--- src/rtl/chunked_serial_adder_if.sv ---
// Handshake and data bundle for chunked_serial_adder.
// Optional feature macro: SUBTRACT_EN adds the 'sub' operand-side signal.
//
// Handshake rule (both sides): a transfer happens on a rising clk edge where
// valid and ready are both high. The producer holds its data stable while valid
// is high and ready is low. The consumer may change ready at any time.
interface chunked_serial_adder_if #(
    parameter int WIDTH = 16
) ();
    logic             in_valid;
    logic             in_ready;
    logic [WIDTH-1:0] a;
    logic [WIDTH-1:0] b;
    logic             carry_in;
`ifdef SUBTRACT_EN
    logic             sub;
`endif
    logic             out_valid;
    logic             out_ready;
    logic [WIDTH-1:0] sum;
    logic             carry_out;
    logic             overflow;

    // Adder side: takes operands, produces results.
    modport slave (
        input  in_valid, a, b, carry_in,
`ifdef SUBTRACT_EN
        input  sub,
`endif
        input  out_ready,
        output in_ready, out_valid, sum, carry_out, overflow
    );

    // Producer/consumer side that drives the adder.
    modport master (
        output in_valid, a, b, carry_in,
`ifdef SUBTRACT_EN
        output sub,
`endif
        output out_ready,
        input  in_ready, out_valid, sum, carry_out, overflow
    );
endinterface

--- src/rtl/chunked_serial_adder.sv ---
// Multi-cycle WIDTH-bit adder: one CHUNK-bit slice per clock with a registered
// carry between slices. Reports carry-out and signed overflow.
// Optional feature macro: SUBTRACT_EN (adds bus.sub; sub=1 computes a - b - carry_in).
module chunked_serial_adder #(
    parameter int WIDTH = 16,
    parameter int CHUNK = 4
) (
    input  logic                    clk,
    input  logic                    rst_n,
    chunked_serial_adder_if.slave   bus,
    output logic                    busy,
    output logic [1:0]              dbg_state
);
    localparam int NCHUNK = WIDTH / CHUNK;
    localparam int IDXW   = (NCHUNK > 1) ? $clog2(NCHUNK) : 1;
    localparam logic [IDXW-1:0] LAST_IDX = IDXW'(NCHUNK - 1);

    if ((WIDTH < 1) || (CHUNK < 1) || ((WIDTH % CHUNK) != 0)) begin : g_param_check
        $error("chunked_serial_adder: WIDTH must be >= 1 and a multiple of CHUNK");
    end

    typedef enum logic [1:0] {
        IDLE = 2'd0,
        RUN  = 2'd1,
        DONE = 2'd2
    } state_e;

    state_e            state_q, state_d;
    logic [IDXW-1:0]   idx_q, idx_d;
    logic [WIDTH-1:0]  a_q, a_d;
    logic [WIDTH-1:0]  b_q, b_d;     // already inverted for subtraction
    logic              carry_q, carry_d;
    logic [WIDTH-1:0]  sum_q, sum_d;
    logic              cout_q, cout_d;
    logic              ovf_q, ovf_d;

    logic [CHUNK-1:0]  a_sl, b_sl, s_sl;
    logic              c_sl;
    logic              b_inv;

    // Subtraction folds into the add path: invert b and the carry at acceptance.
`ifdef SUBTRACT_EN
    assign b_inv = bus.sub;
`else
    assign b_inv = 1'b0;
`endif

    // Next-state, slice arithmetic and operand capture.
    always_comb begin
        state_d = state_q;
        idx_d   = idx_q;
        a_d     = a_q;
        b_d     = b_q;
        carry_d = carry_q;
        sum_d   = sum_q;
        cout_d  = cout_q;
        ovf_d   = ovf_q;

        a_sl = a_q[int'(idx_q)*CHUNK +: CHUNK];
        b_sl = b_q[int'(idx_q)*CHUNK +: CHUNK];
        {c_sl, s_sl} = {1'b0, a_sl} + {1'b0, b_sl} + {{CHUNK{1'b0}}, carry_q};

        case (state_q)
            IDLE: begin
                if (bus.in_valid) begin
                    a_d     = bus.a;
                    b_d     = bus.b ^ {WIDTH{b_inv}};
                    carry_d = bus.carry_in ^ b_inv;
                    idx_d   = '0;
                    state_d = RUN;
                end
            end
            RUN: begin
                sum_d[int'(idx_q)*CHUNK +: CHUNK] = s_sl;
                carry_d = c_sl;
                if (idx_q == LAST_IDX) begin
                    // Carry into the MSB is recovered from the MSB sum bit.
                    cout_d  = c_sl;
                    ovf_d   = c_sl ^ (a_sl[CHUNK-1] ^ b_sl[CHUNK-1] ^ s_sl[CHUNK-1]);
                    idx_d   = '0;
                    state_d = DONE;
                end else begin
                    idx_d = idx_q + IDXW'(1);
                end
            end
            DONE: begin
                // New operands are only taken in IDLE, never in the same edge.
                if (bus.out_ready) begin
                    state_d = IDLE;
                end
            end
            default: state_d = IDLE;
        endcase
    end

    // State and datapath registers; reset aborts any transaction in flight.
    always_ff @(posedge clk or negedge rst_n) begin
        if (!rst_n) begin
            state_q <= IDLE;
            idx_q   <= '0;
            a_q     <= '0;
            b_q     <= '0;
            carry_q <= 1'b0;
            sum_q   <= '0;
            cout_q  <= 1'b0;
            ovf_q   <= 1'b0;
        end else begin
            state_q <= state_d;
            idx_q   <= idx_d;
            a_q     <= a_d;
            b_q     <= b_d;
            carry_q <= carry_d;
            sum_q   <= sum_d;
            cout_q  <= cout_d;
            ovf_q   <= ovf_d;
        end
    end

    assign bus.in_ready  = (state_q == IDLE);
    assign bus.out_valid = (state_q == DONE);
    assign bus.sum       = sum_q;
    assign bus.carry_out = cout_q;
    assign bus.overflow  = ovf_q;
    assign busy          = (state_q != IDLE);
    assign dbg_state     = state_q;
endmodule

--- src/flat_wrapper.sv ---
// flat-port wrapper written by rule: the top's interface ports become plain ports
module chunked_serial_adder_flat 
#(
    parameter int WIDTH = 16,
    parameter int CHUNK = 4
)
  (clk, rst_n, busy, dbg_state, bus_in_valid, bus_a, bus_b, bus_carry_in, bus_out_ready, bus_in_ready, bus_out_valid, bus_sum, bus_carry_out, bus_overflow);
  chunked_serial_adder_if #(.WIDTH(WIDTH)) bus_i ();
  input  logic clk;
  input  logic rst_n;
  output logic busy;
  output logic [1:0] dbg_state;
  input wire logic [$bits(bus_i.in_valid)-1:0] bus_in_valid;
  input wire logic [$bits(bus_i.a)-1:0] bus_a;
  input wire logic [$bits(bus_i.b)-1:0] bus_b;
  input wire logic [$bits(bus_i.carry_in)-1:0] bus_carry_in;
  input wire logic [$bits(bus_i.out_ready)-1:0] bus_out_ready;
  output wire logic [$bits(bus_i.in_ready)-1:0] bus_in_ready;
  output wire logic [$bits(bus_i.out_valid)-1:0] bus_out_valid;
  output wire logic [$bits(bus_i.sum)-1:0] bus_sum;
  output wire logic [$bits(bus_i.carry_out)-1:0] bus_carry_out;
  output wire logic [$bits(bus_i.overflow)-1:0] bus_overflow;
  assign bus_i.in_valid = bus_in_valid;
  assign bus_i.a = bus_a;
  assign bus_i.b = bus_b;
  assign bus_i.carry_in = bus_carry_in;
  assign bus_i.out_ready = bus_out_ready;
  assign bus_in_ready = bus_i.in_ready;
  assign bus_out_valid = bus_i.out_valid;
  assign bus_sum = bus_i.sum;
  assign bus_carry_out = bus_i.carry_out;
  assign bus_overflow = bus_i.overflow;
  chunked_serial_adder #(.WIDTH(WIDTH), .CHUNK(CHUNK)) u_core (.clk(clk), .rst_n(rst_n), .bus(bus_i), .busy(busy), .dbg_state(dbg_state));
endmodule
--- config.mk ---
export PLATFORM = sky130hd
export DESIGN_NAME = chunked_serial_adder_flat
export DESIGN_NICKNAME = d
export VERILOG_FILES = /design/src/rtl/chunked_serial_adder_if.sv /design/src/rtl/chunked_serial_adder.sv /design/src/flat_wrapper.sv
export SDC_FILE = /design/constraint.sdc
export NUM_CORES = 1
export LEC_CHECK = 0
export BUFFER_PORTS_ARGS = -buffer_cell sky130_fd_sc_hd__buf_2
export CORE_MARGIN = 2
export CORE_UTILIZATION = 57
export DETAILED_ROUTE_END_ITERATION = 10
export GPL_TIMING_DRIVEN = 0
export PLACE_DENSITY = 0.91
export SLEW_MARGIN = 30
export SYNTH_ARGS = -nofsm -noshare
export SYNTH_HDL_FRONTEND = slang
export SYNTH_SLANG_ARGS = --single-unit
export TNS_END_PERCENT = 1
--- constraint.sdc ---
create_clock -name clk -period 5.3 [get_ports clk]
set_clock_uncertainty 0.1 [all_clocks]
set_input_delay 1.06 -clock clk [delete_from_list [all_inputs] [get_ports clk]]
set_output_delay 1.06 -clock clk [all_outputs]
set_load 0.05 [all_outputs]
==> results of run 1 <==
where the power goes:
part	total (mW)	leakage [nW]	switching, mW	internal (mW)
Sequential	0.698	0.704	0.107	0.591
Combinational	1.23	0.892	0.798	0.431
Clock	0.247	0.0515	0.128	0.119
cells in the mapped netlist (all sizes together):
cell type  instances
a21o               2
a21oi              2
a22o              15
a22oi              1
and2b              1
buf                7
clkbuf             1
dfrtp             55
fa                 2
ha                 9
inv                4
mux4               8
nand2            108
nand2b             2
nand3              2
nor2               4
nor2b              1
nor3b              1
nor4               3
o21ai              6
o31ai              1
xnor2              2
xor2               1
worst register-to-register path, stage by stage, from the launching register on:
cell	delay [ns]
dfrtp_1	0.56
buf_4	0.30
mux4_2	0.55
fa_1	0.44
fa_1	0.44
a21o_1	0.20
a21oi_1	0.29
xnor2_1	0.16
o21ai_1	0.07
sequential cells by signal (all words and copies together) (netlist names):
| signal | flops |
|---|---|
| u_core.a_q | 16 |
| u_core.b_q | 16 |
| u_core.bus.carry_out | 1 |
| u_core.bus.overflow | 1 |
| u_core.bus.sum | 16 |
| u_core.carry_q | 1 |
| u_core.dbg_state | 2 |
| u_core.idx_q | 2 |
through the flow:
| stage | utilization [%] | std cells | worst slack (ns) | hold WS [ns] | power (mW) |
|---|---|---|---|---|---|
| 5_1_grt | 69.85 | 357 | 1.922 | 0.3998 | 2.331 |
| 6_report | 69.85 | 357 | 2.077 | 0.3795 | 2.174 |
| 4_1_cts | 69.85 | 357 | 2.055 | 0.3803 | 2.188 |
| 3_3_place_gp | 67.48 | 349 | 2.182 | 0.3531 | 1.874 |
| 3_5_place_dp | 67.53 | 349 | 2.117 | 0.3588 | 1.938 |
| 2_1_floorplan | - | 238 | 2.282 | 0.3403 | 1.610 |
routing by layer:
metal	part of all wire (%)	global-route usage, %	up-vias
met1	40	31.07	919
li1	-	-	923
met2	52	41.33	73
met5	0	0	-
met4	1.4	7.757	0
met3	6.4	4.701	8
final timing paths:
check                                       startpoint                         endpoint  slack [ns]
setup / recovery           u_core.idx_q[0]$_DFFE_PN0P_  u_core.bus.overflow$_DFFE_PN0P_        2.08
hold / removal               u_core.b_q[0]$_DFFE_PN0P_        u_core.b_q[0]$_DFFE_PN0P_        0.38
setup reg to reg           u_core.idx_q[0]$_DFFE_PN0P_  u_core.bus.overflow$_DFFE_PN0P_        2.08
hold reg to reg              u_core.b_q[0]$_DFFE_PN0P_        u_core.b_q[0]$_DFFE_PN0P_        0.38
max in group asynchronous                        rst_n       u_core.b_q[14]$_DFFE_PN0P_        3.98
min in group asynchronous                        rst_n  u_core.dbg_state[1]$_DFFE_PN0P_        0.68
layout make-up:
class / instances / area, µm² / share of cell area (%)
tap: 52 / 65.06 / 2.154
clock buffer: 8 / 100.1 / 3.314
buffer: 8 / 41.29 / 1.367
multi-input combinational: 171 / 1125 / 37.24
timing repair buffer: 59 / 297.8 / 9.859
sequential: 55 / 1376 / 45.57
inverter: 4 / 15.01 / 0.4971
cell families (layout without fill, tap and decap cells):
kind of cell	count (synthesis)	after routing	share of synthesized area, %
flops	55	55	53.82
fa+ha+maj	11	11	5.969
buf+inv	12	79	2.201
compound gates	27	27	8.023
xor+xnor	3	3	1.028
mux	8	8	7.045
simple gates	122	122	21.92
cells in the final DEF (no fill, tap or decap), types with 2 or more instances in the layout:
cell and count:
nor2_1 4, mux4_2 8, inv_1 4, ha_1 9
nand3_1 2, clkbuf_1 2, nand2_1 104, a21o_1 2
buf_2 64, clkbuf_8 7, nor4_4 3, o21ai_0 5
nand2b_1 2, buf_4 2, xnor2_1 2, fa_1 2
nand2_4 3, dfrtp_1 55, a22o_1 15
==> impl_metrics.csv, run 1 <==
group,metric,value,unit
sta,setup_viol_count_final,0,
placed_design,dpl.hpwl,3945,µm
setup_path,crit_path_max_fanout,10,
setup_path,worstPathArrival,3.32,ns
power,p_per_area,719.9,nW/µm²
yosys,yosys_warnings,0,
cells_and_area,drive_above_1_share,29.84,%
global_route,track_usage,24.09,%
die,core_area,4324,µm²
route,ant_nets,0,
cts,clockBufferDepth,2,
cells_and_area,area_growth,18.10,%
setup_path,worstRegToRegCells,8,
placed_design,dpl-instance-area,2920,µm²
setup_path,cp_top_family,"adder cells",
cells_and_area,antenna_cells,0,
placed_design,gp_congestion,0.8197,
sta,min_period_over_period,60.82,%
route,vias_per_cell,5.387,
sta,fmax,310.2,MHz
yosys,ys_seq_area_share,53.82,%
route,drc,0,
setup_path,crit_buf_inv,1,
setup_path,path_class,"flip-flop to flip-flop",
die,num_io_pins,60,
setup_path,cp.required,5.40,ns
cells_and_area,fill_cells,341,
worst_hold_path,min_path_cells,2,
yosys,avgSynthCellArea,10.75,µm²
die,die_x,70.99,µm
setup_path,crit_top_cell,"fa_1",
cells_and_area,nets,352,
sta,rsz0062_at_grt,"no",
yosys,synth_area,2557,µm²
setup_path,crit_path_cell_trace,"buf_4 > mux4_2 > fa_1 > fa_1 > a21o_1 > a21oi_1 > xnor2_1 > o21ai_1",
route,drt_iter0_drc,129,
yosys,synth_cell_type_count,28,
power,peakVddDrop,355.4,µV
setup_path,cp-end-kind,"flip-flop",
cts,post_cts.repair.setup_buffers,0,
die,num_rows,24,
die,die-height,70.99,µm
sta,max_slew_margin,55.69,%
setup_path,path_depth,8,
global_route,antenna_found_initial,0,
cts,clk_pin_slew,0.09,ns
die,initial_utilization,59.14,%
yosys,postSynthCellCount,238,
setup_path,crit_path_start_kind,"flip-flop",
cts,postCtsHoldBufs,0,
worst_hold_path,hold_path.class,"flip-flop to flip-flop",
route,wire_per_inst,14.93,µm
setup_path,slowest_delay,0.56,ns
sta,tns,0,ns
yosys,synth_area_leaders,"dfrtp_1 (54%), nand2_1 (15%), mux4_2 (7.0%)",
route,vias,1923,
status,status,"finished clean",
cts,numCtsBuffers,5,
yosys,synth.net_count,286,
route,first_pass_iters,4,
global_route,grt_pass1_vias,1956,
global_route,grt_start_max_net_pins,56,
cts,tritoncts,"yes",
cells_and_area,fin_area,3020,µm²
setup_path,critical-path-slowest-cell,"dfrtp_1",
yosys,ys_ff_latch,55,
job,maxCapViolCount,0,
cts,cts_resized,0,
route,wirelength,5331,µm
global_route,grt_first_pass_wirelength,9252,µm
die,dieArea,5039,µm²
global_route,gr-total-overflow,0,
cts,clockRootBuffer,"clkbuf_8",
sta,final_max_slew_viol_count,0,
yosys,yosysTopAreaCellShare,53.82,%
power,power_leakage,1.647,nW
cts,cts_sinks,55,
yosys,synth_largest_area_cell,"dfrtp_1",
cts,clock_latency,0.30,ns
sta,timing.final.hold_violations,0,
cts,htree_levels,2,
sta,finalCriticalPeriod,3.223,ns
sta,tightest_slew,0.6646,ns
placed_design,io_buffers,59,
No activity file was read; power rests on OpenSTA's default activity.
==> run 2, diff against run 1 <==
--- a/config.mk
+++ b/config.mk
@@ -5,12 +5,13 @@
 export SDC_FILE = /design/constraint.sdc
 export NUM_CORES = 1
 export LEC_CHECK = 0
+export ABC_AREA = 1
 export BUFFER_PORTS_ARGS = -buffer_cell sky130_fd_sc_hd__buf_2
 export CORE_MARGIN = 2
-export CORE_UTILIZATION = 57
+export CORE_UTILIZATION = 54
 export DETAILED_ROUTE_END_ITERATION = 10
 export GPL_TIMING_DRIVEN = 0
-export PLACE_DENSITY = 0.91
+export PLACE_DENSITY = 0.87
 export SLEW_MARGIN = 30
 export SYNTH_ARGS = -nofsm -noshare
 export SYNTH_HDL_FRONTEND = slang
==> constraint.sdc (replaced) <==
create_clock -name clk -period 3.38 [get_ports clk]
set_clock_uncertainty 0.1 [all_clocks]
set_input_delay 0.676 -clock clk [delete_from_list [all_inputs] [get_ports clk]]
set_output_delay 0.676 -clock clk [all_outputs]
set_load 0.05 [all_outputs]
==> impl_metrics.csv, run 2 <==
group,metric,value,unit
placed_design,dpl-instance-area,3027,µm²
global_route,antenna_found_initial,0,
route,drt_iter0_drc,149,
setup_path,critical-path-slowest-cell,"dfrtp_1",
yosys,synth.net_count,362,
sta,setup_ws,0.3081,ns
route,wire_per_inst,12.68,µm
power,peakVddDrop,497.2,µV
cts,cts_resized,0,
sta,tightest_slew,0.6692,ns
sta,finalCriticalPeriod,3.072,ns
sta,tns,0,ns
route,wirelength,5669,µm
global_route,grt_pass1_vias,2169,
setup_path,cp-end-kind,"flip-flop",
cts,clk_pin_slew,0.09,ns
route,ant_nets,0,
yosys,synth-edff-count,0,
cts,cts_sinks,55,
setup_path,path_class,"flip-flop to flip-flop",
die,initial_utilization,56.00,%
cells_and_area,fill_cells,411,
sta,final_max_slew_viol_count,0,
yosys,synth_area,2645,µm²
placed_design,gp_congestion,0.8487,
cells_and_area,layout_common_cells,"nand2_1 (121), buf_2 (64), dfrtp_1 (55), o21ai_0 (35), nor2_1 (21)",
setup_path,slowest_delay,0.61,ns
status,status,"finished clean",
cts,htree_levels,2,
yosys,synth-async-reset-ratio,100.0,%
job,maxCapViolCount,0,
route,vias,2256,
yosys,ys_ff_latch,55,
setup_path,crit_path_max_fanout,12,
sta,setup_viol_count_final,0,
sta,max_slew_margin,55.39,%
cells_and_area,fin_area,3133,µm²
global_route,gr-total-overflow,0,
yosys,synthFlopType,"dfrtp_1",
yosys,synth_area_leaders,"dfrtp_1 (52%), nand2_1 (17%), o21ai_0 (6.6%)",
cells_and_area,nets,428,
route,vias_per_cell,5.047,
cells_and_area,mostFrequentLayoutCell,"nand2_1",
cts,post_cts.repair.setup_buffers,0,
sta,rsz0062_at_grt,"no",
global_route,track_usage,22.42,%
yosys,synth_cell_type_count,24,
sta,hold_slack,0.3047,ns
yosys,avgSynthCellArea,8.424,µm²
cts,tritoncts,"yes",
yosys,yosys_warnings,0,
die,dieArea,5474,µm²
setup_path,worstPathArrival,3.17,ns
global_route,grt_start_max_net_pins,56,
setup_path,cp.required,3.48,ns
cts,clockBufferDepth,2,
global_route,grt_first_pass_wirelength,9370,µm
setup_path,crit_top_cell,"nand2_1",
sta,fmax,325.5,MHz
sta,min_period_over_period,90.89,%
cts,clock_latency,0.30,ns
cells_and_area,drive_above_1_share,21.58,%
placed_design,dpl.hpwl,4182,µm
setup_path,crit_path_start_kind,"flip-flop",
worst_hold_path,hold_path.class,"primary input to asynchronous set/reset pin",
cts,numCtsBuffers,5,
cts,postCtsHoldBufs,0,
die,num_rows,25,
cells_and_area,area_growth,18.45,%
die,num_io_pins,60,
yosys,ys_seq_area_share,52.03,%
placed_design,io_buffers,59,
die,die_x,73.99,µm
cts,clockRootBuffer,"clkbuf_8",
yosys,yosysTopAreaCellShare,52.03,%
yosys,synth_most_common_cell,"nand2_1",
die,core_area,4723,µm²
yosys,postSynthCellCount,314,
yosys,synth_largest_area_cell,"dfrtp_1",
sta,timing.final.hold_violations,0,
setup_path,crit_path_cell_trace,"clkinvlp_4 > o21ai_0 > o22ai_1 > fa_1 > fa_1 > nand2_1 > nand2_1 > a21oi_1 > nand3_1 > nand3_1 > nand2_1",
power,power_leakage,1.720,nW
route,first_pass_iters,4,
cells_and_area,antenna_cells,0,
yosys,synthTopCellsByCount,"nand2_1 (121), dfrtp_1 (55), o21ai_0 (35), nor2_1 (21), inv_1 (19)",
die,die-height,73.99,µm
placed_design,dp_slack,0.3029,ns
power,p_per_area,1148,nW/µm²
route,drc,0,
run 2: worst paths after layout:
kind	startpoint	endpoint	slack, ns	depth (start not counted)
max	u_core.idx_q[1]$_DFFE_PN0P_	u_core.bus.overflow$_DFFE_PN0P_	0.31	11
min	rst_n	u_core.bus.sum[8]$_DFFE_PN0P_	0.30	1
max reg2reg	u_core.idx_q[1]$_DFFE_PN0P_	u_core.bus.overflow$_DFFE_PN0P_	0.31	11
min reg2reg	u_core.a_q[2]$_DFFE_PN0P_	u_core.a_q[2]$_DFFE_PN0P_	0.39	2
max in group asynchronous	rst_n	u_core.idx_q[0]$_DFFE_PN0P_	2.43	1
min in group clk	u_core.a_q[2]$_DFFE_PN0P_	u_core.a_q[2]$_DFFE_PN0P_	0.39	2
run 2: where the power goes:
group	internal (mW)	total, mW	switching, mW	leakage (nW)
clock network	0.217	0.415	0.198	0.0513
logic	0.635	2.05	1.42	0.965
registers	0.939	1.13	0.187	0.705
total	1.79	3.60	1.80	1.72
run 2: kinds of logic after synthesis:
logic type | share of synthesized area, %
XOR/XNOR | 0.3312
AO/OA/AOI/OAI | 11.68
AND/OR/NAND/NOR | 24.31
adder cells (fa/ha/maj) | 5.771
flip-flops | 52.03
buffers and inverters | 5.865
run 2: cell type report:
type                    instances  area [µm²]  area share, %
clock inverters                 1       30.03         0.9585
clock buffers                   6       72.57          2.316
plain buffers                  10       67.56          2.157
multi-input cells             226        1114          35.54
well taps                      67       83.83          2.676
repair buffers                 59       297.8          9.505
flip-flops and latches         55        1376          43.93
inverters                      23       91.34          2.915
run 2: metrics by stage:
stage / cells / utilization (%) / power (mW)
4_1_cts: 447 / 66.25 / 3.594
3_3_place_gp: 440 / 64.03 / 3.099
6_report: 447 / 66.33 / 3.595
2_1_floorplan: 314 / - / 2.649
3_5_place_dp: 440 / 64.08 / 3.163
5_1_grt: 447 / 66.33 / 3.906
run 2: critical path, delay by kind of cell (launching register included):
family	cells	cell delay, ns
adders and majority gates	2	0.87
AOI/OAI and AO/OA	3	0.64
buffers and inverters	1	0.36
and+or+nand+nor	5	0.40
DFF	1	0.61
run 2: metal layers:
| layer | GRT usage (%) | routed length (µm) |
|---|---|---|
| met1 | 28.55 | 2541 |
| met2 | 38.29 | 2733 |
| met3 | 4.607 | 288 |
| met4 | 7.677 | 105 |
| met5 | 0 | 0 |
